<file path="src/rtl/decode_stage.sv">
// Registered instruction-decode stage: field split, immediate extension and operand-use flags,
// behind a valid/ready handshake with a two-entry (output + skid) buffer and synchronous flush.
module decode_stage #(
  parameter int XLEN        = 32,
  parameter int DATA_W      = 32,
  parameter int OPC_W       = 2,
  parameter int REG_W       = 5,
  parameter int FUNC_W      = 4,
  parameter int SHORT_IMM_W = 16,
  parameter int PC_W        = 32
) (
  input  logic                clk,
  input  logic                rst,
  input  logic                flush,
  input  logic                in_valid,
  output logic                in_ready,
  input  logic [XLEN-1:0]     in_instr,
  input  logic [PC_W-1:0]     in_pc,
  output logic                out_valid,
  input  logic                out_ready,
  output logic [PC_W-1:0]     out_pc,
  output logic [OPC_W-1:0]    out_op,
  output logic [REG_W-1:0]    out_rs,
  output logic [REG_W-1:0]    out_rt,
  output logic                out_rs_used,
  output logic                out_rt_used,
  output logic [FUNC_W-1:0]   out_func,
  output logic [DATA_W-1:0]   out_imm
);

  localparam int LONG_W = XLEN - OPC_W - FUNC_W;
  localparam int MID_W  = LONG_W - REG_W;

  typedef struct packed {
    logic [PC_W-1:0]   pc;
    logic [OPC_W-1:0]  op;
    logic [REG_W-1:0]  rs;
    logic [REG_W-1:0]  rt;
    logic              rs_used;
    logic              rt_used;
    logic [FUNC_W-1:0] func;
    logic [DATA_W-1:0] imm;
  } dec_t;

  dec_t              dec;
  dec_t              out_q;
  dec_t              skid_q;
  logic              out_valid_q;
  logic              skid_valid_q;
  logic [LONG_W-1:0] t_field;
  logic [REG_W-1:0]  rs_field;
  logic [REG_W-1:0]  rt_field;
  logic [DATA_W-1:0] imm_mid;
  logic [DATA_W-1:0] imm_short;
  logic [DATA_W-1:0] imm_long;
  logic              accept;
  logic              consume;

  always_comb begin
    t_field   = in_instr[XLEN-OPC_W-1:FUNC_W];
    rs_field  = in_instr[XLEN-OPC_W-1 -: REG_W];
    rt_field  = in_instr[XLEN-OPC_W-REG_W-1 -: REG_W];
    imm_mid   = DATA_W'($signed(t_field[MID_W-1:0]));
    imm_short = DATA_W'($signed(t_field[SHORT_IMM_W-1:0]));
    imm_long  = DATA_W'(t_field);

    dec      = '0;
    dec.pc   = in_pc;
    dec.op   = in_instr[XLEN-1 -: OPC_W];
    dec.func = in_instr[FUNC_W-1:0];
    case (dec.op)
      OPC_W'(0): begin
        dec.rs      = rs_field;
        dec.rs_used = 1'b1;
        dec.imm     = imm_mid;
      end
      OPC_W'(1): begin
        dec.rs      = rs_field;
        dec.rt      = rt_field;
        dec.rs_used = 1'b1;
        dec.rt_used = 1'b1;
        dec.imm     = imm_short;
      end
      OPC_W'(2): dec.imm = imm_long;
      default:   dec.imm = imm_mid;
    endcase
  end

  // The skid entry is only ever filled while the output register is held, so
  // "skid empty" is exactly the condition for having room for one more.
  assign in_ready = ~skid_valid_q;
  assign accept   = in_valid & ~skid_valid_q;
  assign consume  = out_valid_q & out_ready;

  always_ff @(posedge clk) begin
    if (rst) begin
      out_valid_q  <= 1'b0;
      skid_valid_q <= 1'b0;
      out_q        <= '0;
      skid_q       <= '0;
    end else if (flush) begin
      out_valid_q  <= 1'b0;
      skid_valid_q <= 1'b0;
    end else if (skid_valid_q) begin
      if (consume) begin
        out_q        <= skid_q;
        skid_valid_q <= 1'b0;
      end
    end else if (out_valid_q && !out_ready) begin
      if (accept) begin
        skid_q       <= dec;
        skid_valid_q <= 1'b1;
      end
    end else if (accept) begin
      out_q       <= dec;
      out_valid_q <= 1'b1;
    end else if (consume) begin
      out_valid_q <= 1'b0;
    end
  end

  assign out_valid   = out_valid_q;
  assign out_pc      = out_q.pc;
  assign out_op      = out_q.op;
  assign out_rs      = out_q.rs;
  assign out_rt      = out_q.rt;
  assign out_rs_used = out_q.rs_used;
  assign out_rt_used = out_q.rt_used;
  assign out_func    = out_q.func;
  assign out_imm     = out_q.imm;

endmodule

</file>
<file path="config.mk">
export PLATFORM = sky130hd
export DESIGN_NAME = decode_stage
export DESIGN_NICKNAME = d
export VERILOG_FILES = /design/src/rtl/decode_stage.sv
export SDC_FILE = /design/constraint.sdc
export NUM_CORES = 1
export LEC_CHECK = 0
export ABC_AREA = 1
export CAP_MARGIN = 20
export CORE_MARGIN = 3
export CORE_UTILIZATION = 63
export CTS_CLUSTER_SIZE = 24
export DETAILED_ROUTE_END_ITERATION = 12
export DONT_BUFFER_PORTS = 1
export PLACE_DENSITY = 0.89
export REMOVE_ABC_BUFFERS = 1
export SLEW_MARGIN = 0
export SYNTH_ARGS = -nofsm -noshare
export SYNTH_HDL_FRONTEND = slang
export SYNTH_SLANG_ARGS = --single-unit
</file>
<file path="constraint.sdc">
create_clock -name clk -period 2.26 [get_ports clk]
set_clock_uncertainty 0.2 [all_clocks]
set_input_delay 0.339 -clock clk [delete_from_list [all_inputs] [get_ports clk]]
set_output_delay 0.339 -clock clk [all_outputs]
set_load 0.01 [all_outputs]
</file>
=== After elaboration in Yosys (flattened, before gate mapping) ===
Cells that the tools add are included.

* Equal/unequal tests: 4
* Muxes and demuxes: 15
* Bitwise operators: 5
* Reduce and logical (&&, ||, !) cells: 10

{| class="wikitable"
|+ Operators with widths
! cell !! number
|-
| 2-to-1 mux 82 bit || 4
|-
| one-hot mux 32 bit (2 select lines) || 1
|-
| 2-to-1 mux 5 bit || 2
|-
| 2-to-1 mux 1 bit || 8
|-
| AND reduction 4 bit || 2
|-
| nonzero test 2 bit || 2
|-
| OR reduction 2 bit || 2
|-
| NOT 1 bit || 3
|-
| AND reduction 3 bit || 1
|-
| bitwise AND 1 bit || 2
|-
| == test 2 x 1 -> 1 bit, second input constant || 1
|-
| == test 2 bit, second input constant || 1
|-
| zero test 2 bit || 1
|-
| != test 2 x 1 -> 1 bit, second input constant || 1
|-
| != test 2 bit, second input constant || 1
|-
| logical AND 1 bit || 1
|-
| zero test 1 bit || 1
|}

* Flip-flop bits (word level): 166
* Input bits: 69
* Output and inout bits: 84
* Word-level logic and storage cells: 52

=== Logic depth before layout (Yosys ltp) ===
* Depth after elaboration: 6
* Gate-level depth with buffers: 10
* Depth with buffers taken out: 10

=== Worst setup path before layout ===
OpenSTA, ideal clock, no wires.

* Kind: input-to-reg
* Start point: in in_instr[30]
* End point: reg out_q, in the netlist out_imm[21]
* Setup time: 0.112 ns
* Arrival time: 1.398 ns
* Data required time: 1.948 ns
* Setup slack: 0.550 ns
* Stages on the path: 10
* Path buffers: 2
* Path through: inv_1 ha_1 clkbuf_1 nand3_1 buf_2 nand3_1 nand2_1 inv_1 nor2_1 nor2_1

* Word-level cells in the longest chain between the ends: 5
* Elaborated cells between the ends (all ways): 6
* Those cells by class: 2 x eq/ne; 4 x mux

{| class="wikitable"
|+ RTL lines
! element !! RTL line !! source
|-
| start: declaration || 17 || <nowiki>input logic [XLEN-1:0] in_instr,</nowiki>
|-
| == test 2 bit / == test 2 x 1 -> 1 bit (equally long branches) || 71 || <nowiki>case (dec.op)</nowiki>
|-
| one-hot mux 32 bit (2 select lines) (*) || 71 ||
|-
| 2-to-1 mux 82 bit (*) || 114 || <nowiki>end else if (accept) begin</nowiki>
|-
| 2-to-1 mux 82 bit (*) || 109 || <nowiki>end else if (out_valid_q && !out_ready) begin</nowiki>
|-
| 2-to-1 mux 82 bit (*) || 104 || <nowiki>end else if (skid_valid_q) begin</nowiki>
|-
| end signal: assignment || 106 || <nowiki>out_q <= skid_q;</nowiki>
|-
| end: declaration || 46 || <nowiki>dec_t out_q;</nowiki>
|}

Every way passes the cells marked *; elsewhere a longest branch is shown, timed or not. The select of a mux whose other input is x is not followed.
A chain may end at the register's enable or synchronous reset.

=== Final worst setup path ===
* Start point: in out_ready
* End point: reg skid_q[62] (netlist name)

* Word-level cells in the longest chain between the ends: 3

{| class="wikitable"
|+ RTL lines
! element !! RTL line !! source
|-
| start: declaration || 20 || <nowiki>input logic out_ready,</nowiki>
|-
| zero test 1 bit || 109 ||
|-
| logical AND 1 bit || 109 ||
|-
| AND reduction 4 bit (no source line) || - ||
|-
| end signal: assignment || 100 || <nowiki>skid_q <= '0;</nowiki>
|-
| end signal: assignment || 111 || <nowiki>skid_q <= dec;</nowiki>
|-
| end: declaration || 47 || <nowiki>dec_t skid_q;</nowiki>
|}

Every way passes these cells.

==> reports/summary.md <==
The flow ran to the end, and the final reports show no timing, DRC or antenna violations. Most instantiated library cell after synthesis: sky130_fd_sc_hd__nand2_1. The startpoint identified for the worst register-to-register timing path is out_valid. The worst setup path is captured at a flop.

The cell with the biggest individual delay on the critical path is sky130_fd_sc_hd__dlygate4sd3_1. The final worst-path cycle share was 0.967. The critical path contains buffers and inverters numbering 5 combined. The highest clock frequency the design can meet was 458 MHz.

The clock root buffer master is sky130_fd_sc_hd__clkbuf_8. In this run the worst path has a maximum fanout of 37. Compared with the post-synthesis result, the final layout area differs by 24.0%.

Flip-flop and latch area: 0.00313 mm2. End-of-flow core utilization: 0.824. After synthesis, the most frequently instantiated cells are sky130_fd_sc_hd__nand2_1, sky130_fd_sc_hd__nor2_1, sky130_fd_sc_hd__dfxtp_1, sky130_fd_sc_hd__nand3_1, sky130_fd_sc_hd__a21oi_1. The classification of the worst setup path is in2reg. The min-delay analysis places its worst path in the category in2reg.

The worst hold path passes through 4 cells. Once detail routing completed, the nets flagged for antenna violations numbered 0. In this run, synthesis inferred 0 flip-flops with an integrated enable.

The hold violation count in the final report is 0, and the cell depth of the worst flop-to-flop path is 7. The standby leakage power was 3.78 nW. The reg2reg setup slack was 0.08 ns. The number of levels the H-tree was split into is 4, and the cell area power density is 736 mW/mm2.

By area the synthesized netlist is led by sky130_fd_sc_hd__dfxtp_1, sky130_fd_sc_hd__nand2_1, sky130_fd_sc_hd__nor2_1. The multi-input logic area is 0.00334 mm2. The clock net in this run drives a total of 156 sinks. From left edge to right edge, the die measures 112 um. Port buffering added 0 buffers.

The mean post-synth cell area is 6.67 um2, and the routed via count is 7203. The pre-antenna-repair detailed-routing pass consisted of 6 iterations. After routing the design area is 0.00869 mm2. The tools report the number of placed instances, taps included as 1121. Total power for the finished layout comes to 6.40 mW. The endpoint of the worst hold-timing path is skid_q[24]. The fraction of layout instances using a drive strength above 1 works out to 0.0542.

The tools report the count of unresolved DRC violations after routing as 0. For the count of non-filler cells in the finished layout, the log shows 1263. The filler cell count in the final layout is 623.

The detailed router finished its first iteration with 906 violations. The number of warnings issued by yosys is 0, and the clock edge transition at the registers on the reported setup and hold paths is 0.06 ns. Proportion of register bits with asynchronous set or reset after synthesis: 0. The global-route wire length before repair was 34200 um; the worst-margin pin slew was 0.628 ns. End of the worst register-to-register path: skid_q[62]. In this run the core area contains 37 standard-cell rows. The total count of max-transition violations in the final report came out at 0. The family of cells with the greatest summed delay on the critical path was buffers and inverters. Counting every instance in the synthesized netlist gives 1051.

The synthesized flop and latch total was 156. Setup violations remaining at the end of the flow were counted as 0. The pin count of the biggest net entering global routing was 79. For the worst-skew pair, the clock arrives at the later sink with an insertion delay of 0.53 ns. The setup slack after placement was 0.369 ns; the required time of the worst setup path was 2.53 ns. The critical path goes through dlygate4sd3_1 -> inv_1 -> nand2_1 -> inv_1 -> nand3_4 -> buf_6 -> nand2_1 -> a21oi_2 -> dlygate4sd3_1. The startpoint identified for the worst hold timing path is in_instr[24]. Across the run, the number of max-cap violations was 0. The run gives 0.0124 mm2 as the floorplan die area. Via count of the first global-routing pass: 7211.

From bottom edge to top edge, the die measures 112 um. The logs give 0.445 for the sequential fraction of the synthesis area and 0.332 for the global router's overall resource usage. The cell area reported after detailed placement was 0.00696 mm2; the routed via count divided by cell count was 5.70. The library cell with the largest summed area after synthesis is sky130_fd_sc_hd__dfxtp_1. The share of the synthesized area in the top cell type is 0.445, and the HPWL after detailed placement is 10400 um. The run gives 0 as the total overflow reported by the global router.

Delay contributed by the slowest stage of the critical path: 0.60 ns. The max-slew headroom at the worst pin was 0.580. VDD sags by at most 589 uV.

After detailed routing, the total wire length is 21200 um. The tools report the largest buffer count on any clock path as 2. Net total in the final layout: 1185. The most common flop cell mapped by yosys is sky130_fd_sc_hd__dfxtp_1. The tools report the clock buffer count from CTS as 17. In this run the count of I/O pins placed on the die edge is 153.

The data arrival time of the critical path was 2.46 ns; the initial standard-cell utilization of the core was 0.664. After layout, the minimum clock period comes to 2.19 ns. The slack of the critical path came out at 0.0742 ns.

Sort of element at the start of the critical path: a primary input. After synthesis, the netlist uses 20 different library cells. The final weighted congestion in routability-driven placement came out at 0.827. The post-synth design cell area was 0.00701 mm2; the average wire per cell in the routed design was 16.8 um. The number of antenna violations at the first check in global routing was 1.

The total area inside the core boundary comes to 0.0106 mm2. TritonCTS built the clock tree.
-- worst max path at each step --
| stage | startpoint | to | cells past startpoint | slack [ns] |
|---|---|---|---|---|
| final | out_ready | skid_q[62] | 9 | 0.07 |
| after global routing | out_valid | skid_q[62] | 8 | -0.02 |
| after CTS | out_valid | skid_q[63] | 8 | 0.13 |
| after detailed placement | in_instr[31] | out_imm[20] | 8 | 0.37 |
| after global placement | in_instr[30] | out_imm[20] | 8 | 0.40 |
| after floorplan | skid_valid_q | out_func[0] | 5 | -3.89 |
-- kinds of logic after synthesis --
logic type | count (synthesis) | synth area share
AND/OR/NAND/NOR | 629 | 0.352
adder cells (fa/ha/maj) | 3 | 0.00535
buffers and inverters | 128 | 0.0824
flip-flops | 156 | 0.445
AO/OA/AOI/OAI | 135 | 0.115
-- sequential cells by signal (all words and copies together), names as in the netlist --
name and flops:
out_rt_used 1, skid_q 77, out_imm 27, out_rt 5, out_valid 1, skid_valid_q 1, out_func 4, out_pc 32
out_rs 5, out_op 2, out_rs_used 1
-- layer usage --
layer / up-vias / routed length, um / GRT usage / part of all wire
li1: 3396 / - / - / -
met1: 3315 / 7970 / 0.377 / 0.38
met4: 0 / 711 / 0.168 / 0.034
met2: 421 / 10500 / 0.575 / 0.50
met3: 71 / 1950 / 0.0891 / 0.092
met5: - / 0 / 0 / 0
-- cell usage in the layout, fill, tap and decap left out, types with 10 or more instances in the layout --
cell type                         n
sky130_fd_sc_hd__a21boi_0        16
sky130_fd_sc_hd__dlygate4sd3_1  107
sky130_fd_sc_hd__dfxtp_1        154
sky130_fd_sc_hd__nand2_1        382
sky130_fd_sc_hd__a21boi_1        36
sky130_fd_sc_hd__inv_1           43
sky130_fd_sc_hd__a21oi_1         69
sky130_fd_sc_hd__nand3_1         77
sky130_fd_sc_hd__o21ai_0         10
sky130_fd_sc_hd__clkbuf_16       17
sky130_fd_sc_hd__nor2_1         167
-- cell type report --
type / count / area share
antenna: 1 / 0.000288
clock buffer: 20 / 0.0524
clock inverter: 12 / 0.0137
inverter: 47 / 0.0206
multi-input combinational: 767 / 0.384
sequential: 156 / 0.360
tap: 136 / 0.0196
timing repair buffer: 124 / 0.150
-- metrics by stage --
stage / setup TNS [ns] / hold slack [ns]
floorplan: -399.53 / 0.208
global placement: 0 / 0.210
detailed placement: 0 / 0.212
CTS: 0 / 0.0341
global route: -0.0389 / 0.0952
finish: 0 / 0.0778
-- worst reg2reg max path: cells and delay by family (launching register included) --
family                 cells  cell delay [ns]
buffers and inverters      3             1.00
AO/OA/AOI/OAI              1             0.18
AND/OR/NAND/NOR            3             0.40
flip-flops                 1             0.35
-- timing repair --
action | 4_1_cts | 5_1_grt
hold endpoints to repair | 150 | 0
setup buffers | 0 | 0
setup endpoints to repair | 0 | 35
hold buffers | 108 | 0
gates resized for setup | 0 | 9
-- power by group --
group | internal [mW] | leakage, nW | switching (mW)
registers | 2.86 | 1.27 | 0.133
clock network | 1.65 | 0.286 | 1.11
logic | 0.254 | 2.22 | 0.391
total | 4.76 | 3.78 | 1.64
No activity file was read; power rests on OpenSTA's default activity.
==> patch 1 (same flow settings) <==
`REG_W`: 5 -> 10.
--- a/src/rtl/decode_stage.sv
+++ b/src/rtl/decode_stage.sv
@@ -5,5 +5,5 @@
   parameter int DATA_W      = 32,
   parameter int OPC_W       = 2,
-  parameter int REG_W       = 5,
+  parameter int REG_W       = 10,
   parameter int FUNC_W      = 4,
   parameter int SHORT_IMM_W = 16,
Interface: changed (resized out_rs and out_rt); port bits go from 153 to 163. No check against the original RTL was run, so the function may have changed too.
==> patch 1 against the original RTL <==
Design area increased by 6.0%. Sequential cell count up 20. Total power rose by 8.5%. Routed wire length down 3.9%. Synthesized area grew 12%. Register-to-register slack improved by 0.03 ns. Final cell count rose by 10%. Non-clock buffer count fell by 29. Count of clock-buffer cells in the layout down 1. Worst setup slack worse by 0.045 ns. Largest cell class unchanged. Sequential power increased by 13%. Highest routed layer unchanged.
==> patch 1: results (changes against the original RTL) <==
status finished, final reports clean; clock latency on the worst-skew pair 0.42 ns (-0.11 ns); M2 GR Usage 48.4% (-9.1 points); Slew @ Worst Pin 0.624 ns (-0.00470 ns); Static Leak 3.97 nW (+5.1%); wire per inst 14.7 um (-13%); crit path DAT 2.39 ns (-0.07 ns); vias in the first global route 7175 (-0.50%); ranking of synthesized cells by area dfxtp_1, nand2_1, nor2_1; Largest register FFs 87 (+13%); first-pass GRT wire length 33.4 mm (-2.3%); syn_area_per_cell 6.65 um^2 (-0.35%); largest net degree at the start of global routing 77 (-2.5%); Placed Area 0.00785 mm^2 (+13%); CP Max Fanout 45 (+22%); peak supply drop 0.000552 V (-6.3%); grt met1 use 34.6% (-3.1 points); vias per cell 5.42 (-5.0%); gp weighted congestion 0.820 (-0.93%); met3 WL 1.79 mm (-8.3%); Iteration-0 DRC Markers 767 (-15%); slowest stage delay, CP 0.56 ns (-0.04 ns); GRT Util Overall 28.9% (-4.4 points); Compound-Gate Fraction of Synth Area 13.3% (+1.8 points); Synth Area in Adders 0% (-0.54 points); share of cells above drive strength 1 5.41% (-0.012 points); most frequent cells after synthesis nand2_1, nor2_1, dfxtp_1; placed cell count 1284 (+15%); final wirelength 20.4 mm (-3.9%); Routed met2 length 9.86 mm (-6.5%); # fillers 800 (+28%); Seq/Total Area, Yosys 45.0% (+0.45 points)
patch 1: cell families after synthesis:
family	count (synthesis)
flip-flops	176
AND/OR/NAND/NOR	668
buffers and inverters	155
AO/OA/AOI/OAI	179
patch 1: area by class of cell:
type / instances / area (um^2) / area share [%]
repair buffers: 95 / 1010 / 11.0
well taps: 168 / 210 / 2.28
flip-flops and latches: 176 / 3530 / 38.3
inverters: 71 / 268 / 2.91
clock buffers: 19 / 454 / 4.93
clock inverters: 13 / 136 / 1.48
multi-input cells: 847 / 3610 / 39.1
patch 1: worst register-to-register path, stage by stage (launching register included):
cell and delay (ns):
dfxtp_2 0.40, inv_1 0.07, nor2_2 0.14, nand3_4 0.10, inv_2 0.15, buf_16 0.22
nand2_1 0.11, a21oi_1 0.15, dlygate4sd3_1 0.56
patch 1: timing repair:
| action | CTS | global route |
|---|---|---|
| hold buffers | 72 | 0 |
| endpoints found under the hold margin | 130 | 0 |
| setup buffers | 0 | 0 |
| resized for setup | 0 | 3 |
| setup endpoints to repair | 0 | 1 |
patch 1: path summary, 6_finish.rpt:
path	slack (ns)	start	cells after the start	endpoint
max reg2reg	0.11	out_valid$_SDFFE_PP0P_	8	skid_q[25]$_SDFFE_PP0P_
max	0.03	flush	7	skid_q[25]$_SDFFE_PP0P_
min reg2reg	0.27	skid_q[6]$_SDFFE_PP0P_	2	skid_q[6]$_SDFFE_PP0P_
min	0.008	in_pc[2]	4	out_pc[2]$_SDFFE_PP0P_
patch 1: where the power goes:
| group | switching [mW] | internal, mW | total [mW] |
|---|---|---|---|
| clock network | 1.23 | 1.69 | 2.92 |
| registers | 0.149 | 3.23 | 3.38 |
| logic | 0.378 | 0.270 | 0.648 |
==> patch 2 (same settings) <==
Made on the original files. Make the reset (`rst`) asynchronous in one clocked block.
--- a/src/rtl/decode_stage.sv
+++ b/src/rtl/decode_stage.sv
@@ -93,5 +93,5 @@
   assign consume  = out_valid_q & out_ready;
 
-  always_ff @(posedge clk) begin
+  always_ff @(posedge clk or posedge rst) begin
     if (rst) begin
       out_valid_q  <= 1'b0;
Check against the original RTL: not equivalent (Yosys sat finds a counterexample within 4 cycles, from zero or initial values and one cycle with rst high; the reset may be asserted at any time).
==> patch 2 against the original RTL <==
Via count down 15%. Total power up 24%. Count of clock-buffer cells in the layout up 1. Sequential cell count unchanged. Clock power up 2%. Synthesized area up 0.45%. Core utilization down 3.6 points. Design area down 3.9%. Maximum frequency down 0.91%. Worst setup slack worse by 0.020 ns. Routed wire length down 13%. Final cell count down 15%. Critical path type is now flop to flop. Largest cell class is now flip-flops and latches. Highest routed layer unchanged.
==> patch 2: results (changes against the original RTL) <==
DP Worst Slack 0.392 ns (+0.0235 ns); syn_area_per_cell 7.98 um^2 (+20%); global routing usage on met3 8.42% (-0.49 points); Synth Area in Adders 0.533% (-0.0024 points); Async SR Flop Fraction 100% (+100 points); gp weighted congestion 0.862 (+4.2%); fin cells 1077 (-15%); Yosys cell types 22 (+10%); Antenna Cells 0 (-1); vias per cell 5.66 (-0.80%); share of cells above drive strength 1 6.59% (+1.2 points); HP Start in_instr[19]; top_reg_cell synth dfrtp_1; worst hold slack 0.0831 ns (+0.00529 ns); initial antenna violation count 0 (-1); Iteration-0 DRC Markers 624 (-31%); placed cell count 973 (-13%); CP Max Fanout 4 (-89%); hold endpoint out_imm[23]$_DFFE_PP0P_; ranking of synthesized cells by area dfrtp_1, nand2_1, o21ai_0; status finished, final reports clean; R2R Setup Slk 0.05 ns (-0.03 ns); wire per inst 17.1 um (+1.8%); slowest stage delay, CP 0.56 ns (-0.04 ns); nets@finish 1000 (-16%); Slew @ Worst Pin 0.695 ns (+0.0664 ns); Static Leak 4.30 nW (+14%)
patch 2: cell families after synthesis:
group,after synthesis
flops,156
compound gates,144
simple gates,448
fa+ha+maj,3
buf+inv,132
patch 2: worst max-delay path: cells and delay by family (launching register included):
family / cells / cell delay, ns
buffers and inverters: 2 / 1.10
flip-flops: 1 / 0.51
AND/OR/NAND/NOR: 3 / 0.32
patch 2: power by group:
part	internal, mW	switching (mW)
Combinational	0.440	0.671
Clock	1.74	1.09
Sequential	3.42	0.562
patch 2: cell type report:
type	count	area [um^2]
clock buffers	21	449
clock inverters	11	141
fillers	688	2250
inverters	75	287
multi-input cells	595	2540
flip-flops and latches	156	3910
well taps	136	170
repair buffers	83	852
patch 2: routing by layer:
metal  share of wire (%)  vias to the layer above
met1                  38                     2883
li1                    -                     2835
met3                 8.1                       58
met2                  51                      317
met5                   0                        -
met4                 2.7                        0
patch 2: what timing repair did:
action                     CTS  global route
setup buffers                0             2
resized for setup            0             3
setup endpoints to repair    0             2
hold endpoints to repair   306             0
hold buffers                70             0
